`src/rtl/result_drain.sv`:
```
// result_drain: consumer side of the result FIFO. Pops one word at a time, presents it on a
// valid/ready stream, tags the final word of each FRAME_LEN-word frame with out_last and
// pulses frame_done once that word has been accepted.
// Optional build macro: RESULT_RELU_EN clamps negative words to zero at capture.
module result_drain #(
   parameter int unsigned DATA_W    = 16,
   parameter int unsigned FRAME_LEN = 10,
   parameter int unsigned CNT_W     = 4
) (
   input  logic              clk,
   input  logic              rst_n,
   input  logic              en,
   input  logic              clr,
   input  logic              fifo_empty,
   input  logic [DATA_W-1:0] fifo_data,
   output logic              fifo_pop,
   output logic [DATA_W-1:0] out_data,
   output logic              out_valid,
   input  logic              out_ready,
   output logic              out_last,
   output logic              frame_done,
   output logic [CNT_W-1:0]  result_cnt,
   output logic              busy
);

   localparam logic [CNT_W-1:0] LastCnt = CNT_W'(FRAME_LEN - 1);

   typedef enum logic [1:0] {StIdle, StLoad, StSend} state_e;

   state_e            state;
   logic              can_pop;
   logic              accept;
   logic [DATA_W-1:0] load_word;

   // Word captured in LOAD, optionally clamped at zero.
`ifdef RESULT_RELU_EN
   assign load_word = fifo_data[DATA_W-1] ? '0 : fifo_data;
`else
   assign load_word = fifo_data;
`endif

   // Pop only from IDLE or from SEND in the cycle the held word is accepted, so at most one
   // word is ever in flight; clr blocks any new pop.
   always_comb begin
      accept   = (state == StSend) && out_ready;
      can_pop  = en && !fifo_empty && !clr;
      fifo_pop = can_pop && ((state == StIdle) || accept);
   end

   assign busy = (state != StIdle);

   // Control FSM with registered stream outputs and frame counter.
   always_ff @(posedge clk or negedge rst_n) begin
      if (!rst_n) begin
         state      <= StIdle;
         out_data   <= '0;
         out_valid  <= 1'b0;
         out_last   <= 1'b0;
         frame_done <= 1'b0;
         result_cnt <= '0;
      end else begin
         frame_done <= 1'b0;
         if (clr) begin
            // Abort drops both the presented word and any word still due in LOAD.
            state      <= StIdle;
            out_valid  <= 1'b0;
            out_last   <= 1'b0;
            result_cnt <= '0;
         end else begin
            unique case (state)
               StIdle: begin
                  if (fifo_pop) begin
                     state <= StLoad;
                  end
               end
               StLoad: begin
                  out_data  <= load_word;
                  out_valid <= 1'b1;
                  out_last  <= (result_cnt == LastCnt);
                  state     <= StSend;
               end
               StSend: begin
                  if (out_ready) begin
                     out_valid <= 1'b0;
                     out_last  <= 1'b0;
                     if (result_cnt == LastCnt) begin
                        result_cnt <= '0;
                        frame_done <= 1'b1;
                     end else begin
                        result_cnt <= result_cnt + 1'b1;
                     end
                     state <= fifo_pop ? StLoad : StIdle;
                  end
               end
               default: state <= StIdle;
            endcase
         end
      end
   end

endmodule
```
`config.mk`:
```
export PLATFORM = sky130hd
export DESIGN_NAME = result_drain
export DESIGN_NICKNAME = d
export VERILOG_FILES = /design/src/rtl/result_drain.sv
export SDC_FILE = /design/constraint.sdc
export NUM_CORES = 1
export LEC_CHECK = 0
export BUFFER_PORTS_ARGS = -buffer_cell sky130_fd_sc_hd__buf_2
export CORE_ASPECT_RATIO = 0.8
export CORE_MARGIN = 5
export CORE_UTILIZATION = 46
export DETAILED_ROUTE_END_ITERATION = 8
export GPL_TIMING_DRIVEN = 1
export PLACE_DENSITY = 0.88
export SYNTH_ARGS = -nofsm -noshare
export SYNTH_HDL_FRONTEND = slang
export SYNTH_SLANG_ARGS = --single-unit
```
`constraint.sdc`:
```
create_clock -name clk -period 1.8 [get_ports clk]
set_input_delay 0.27 -clock clk [delete_from_list [all_inputs] [get_ports clk]]
set_output_delay 0.27 -clock clk [all_outputs]
set_load 0.02 [all_outputs]
```
==> results.md <==
- Outcome: complete, no violations
- Fin cells: 158
- Post-DR vias/cell: 5.120
- CP top delay family: flip-flops
- Crit path launch: state[1]
- Peak VDD IR: 0.7123 mV
- Initial antenna violation count: 0
- Max-cap violations: 0
- Inserted Clock Buffers: 3
- Count of cell types in the netlist: 24
- GR Util All Layers: between 10% and 20%
- IO Pins: between 40 and 50
- Total core area: ~0.0022 mm²
- CP Class: reg -> out
- Worst-path clk slew: 130 ps
- Synth area leader: dfrtp_1
- Post-synth net total: 104
- Post-route design area: 0.001405 mm²
- #FFs+latches synth: 25
- Largest net degree at the start of global routing: 26
- Synth area leaders: dfrtp_1 58%, mux2_2 17%, a21oi_1 2.3%, ha_1 2.3%, nand3b_4 1.9%
- Critical path startpoint category: register
- Rel. slew slack: 64.63%
- Critical-path top delay cell: dfrtp_2
- Initial core utilization: 48.89%
- Dpl cells: 150
- Initial DRC count: 6
- Clk_skew: 3.886 ps
- Multi-input logic area: 421.7 µm²
- CP cell instances: or2_2 > a21oi_1 > buf_2
- RSZ-0062 raised after global routing: no
- RR Startpoint: state[1]
- Lkg Pwr: 0.7041 nW
- Slew Viols, Final: 0
- Min-delay src: fifo_data[1]
- Power Dens Cells: 961.7 mW/mm²
- Top FF cell, synth: dfrtp_1
- FP Rows: 15
- Maximum fanout along the worst path: 5
- NumNets Final: 158
- Global placer's final weighted congestion: 0.7401
- Die extent in x: ~64 µm
- Mapped Cells: 80
- Detailed-router iteration count before antenna repair: 3
- N_diodes: 0
- Fmax achieved: 592.1 MHz
- Die Y: 53.21 µm
- Register area share after synthesis: 58.28%
- Via count: 809
- Final hold vios: 0
- Mean Syn Cell Area: 13.42 µm²
- Asr flop ratio synth: 100.0%
- Grt total ovfl: 0
- Critical Path AT: 1420 ps
- Area share of the largest cell type after synthesis: between 50% and 60%
- Clock tree root driver cell: clkbuf_4
- Routed wire length: 2.184 mm
- Layout cell share with drive strength beyond 1: between 60% and 70%
- Synthesis-to-finish area growth: 30.89%
- Clk buf depth: 2
- Synthesized cell area: 0.001074 mm²
- Number of global-route vias before repair: about 770
- Placed inst area: roughly 0.0013 mm²
- CTS tree: done
- Synth warn: 0
- Finish-stage setup viols: 0
- Worst Max-Slew Pin Slew: 530.6 ps
- Worst hold path class: in -> reg
- Final critical-path share of the clock period: between 90% and 100%
- Worst path bufs/invs: 1
- Dpl hpwl: between 1.5 and 2 mm
- Residual DRC count: 0
- Post-synth EDFFs: 0
- Max incr delay on CP: 460 ps
- Number of H-tree levels: 1
- Register Area: 628.1 µm²
- Number of antenna-violating nets in the routed design: 0
- Critical path capture point type: output pin
- I/O Buffers: 46
- WL/cell: 13.82 µm
- Clock sink count: 25
- Min Tclk post-route: roughly 1700 ps
- TNS Setup: 0 ps
- Clock latency on the worst-skew pair: 310 ps
- Full die area: 0.003406 mm²
- Number of fillers in the final layout: 188
- Crit path required time: approximately 1500 ps
- First-pass GRT wire length: 3.574 mm
==> area by class of cell <==
cell class,instances,share of cell area (%)
inverters,3,0.8014
multi-input cells,50,30.01
repair buffers,51,20.12
clock buffers,3,1.603
well taps,25,2.226
clock inverters,1,0.5343
flip-flops and latches,25,44.70
==> power by group <==
part | switching, W | internal (W) | leakage [nW]
logic | 0.000227 | 0.000171 | 0.379
registers | 0.0000450 | 0.000660 | 0.312
clock network | 0.000164 | 0.0000848 | 0.0139
==> stage by stage <==
| stage | power [W] | util [%] | setup WS (ps) | hold WS, ps |
|---|---|---|---|---|
| after floorplan | 0.0009554 | - | 296.7 | -25.59 |
| after global placement | 0.001101 | 61.03 | 305.6 | 278.6 |
| after detailed placement | 0.001118 | 61.03 | 274.8 | 284.7 |
| after CTS | 0.001370 | 62.85 | 43.91 | 164.9 |
| after global routing | 0.001438 | 63.99 | 3.538 | 152.3 |
| final | 0.001351 | 63.99 | 111.1 | 175.9 |
==> routing by layer <==
layer	GRT usage [%]	routed length, µm
met5	0	0
met4	1.038	0
met3	5.732	254
met2	21.07	947
met1	17.45	981
==> synth_stat cells (all sizes together), types with 2 or more instances <==
| master | n |
|---|---|
| ha | 2 |
| inv | 3 |
| mux2 | 16 |
| a2111oi | 2 |
| nand2 | 4 |
| o21ai | 2 |
| a21oi | 5 |
| nor2 | 4 |
| dfrtp | 25 |
| or3b | 2 |
| nand3b | 3 |
| a31o | 2 |
==> flip-flops by register name (all words and copies together) (netlist names) <==
signal	count
result_cnt	4
out_last	1
frame_done	1
out_data	16
out_valid	1
state	2
==> timing repair <==
action,4_1_cts,5_1_grt
setup endpoints to repair,0,1
endpoints found under the hold margin,25,0
hold buffers,1,0
buffers inserted,0,3
gates resized for setup,0,2
==> cells in the final DEF (no fill, tap or decap), drive strengths merged <==
cell type and instances:
dlygate4sd3 1, clkbuf 3, nand3b 3, or4b 1
or2 1, nand2 4, a21oi 5, nand2b 1
ha 2, o21ai 2, nor3 1, a31o 2
clkinvlp 1, buf 50, nor2b 1, nand3 1
inv 3, a2111oi 2, nor2 4, dfrtp 25
nand4b 1, or3b 2, mux2 16, a31oi 1
==> worst paths after layout <==
| kind | end | slack [ps] | depth (start not counted) |
|---|---|---|---|
| hold / removal | out_data[1] | 180 | 2 |
| setup / recovery | fifo_pop | 110 | 3 |
| min in group asynchronous | out_data[7] | 460 | 2 |
| setup reg to reg | out_data[7] | 200 | 5 |
| hold reg to reg | out_data[10] | 520 | 1 |
| max in group asynchronous | state[0] | 950 | 2 |
==> kinds of logic (layout without fill, tap and decap cells) <==
group,Yosys count,after routing,synth area share [%]
AO/OA/AOI/OAI,12,12,7.110
adder cells (fa/ha/maj),2,2,2.331
buffers and inverters,5,58,2.447
flip-flops,25,25,58.28
multiplexers,16,16,16.78
AND/OR/NAND/NOR,20,20,13.05
Note: power is estimated with default switching activity, not from simulation.
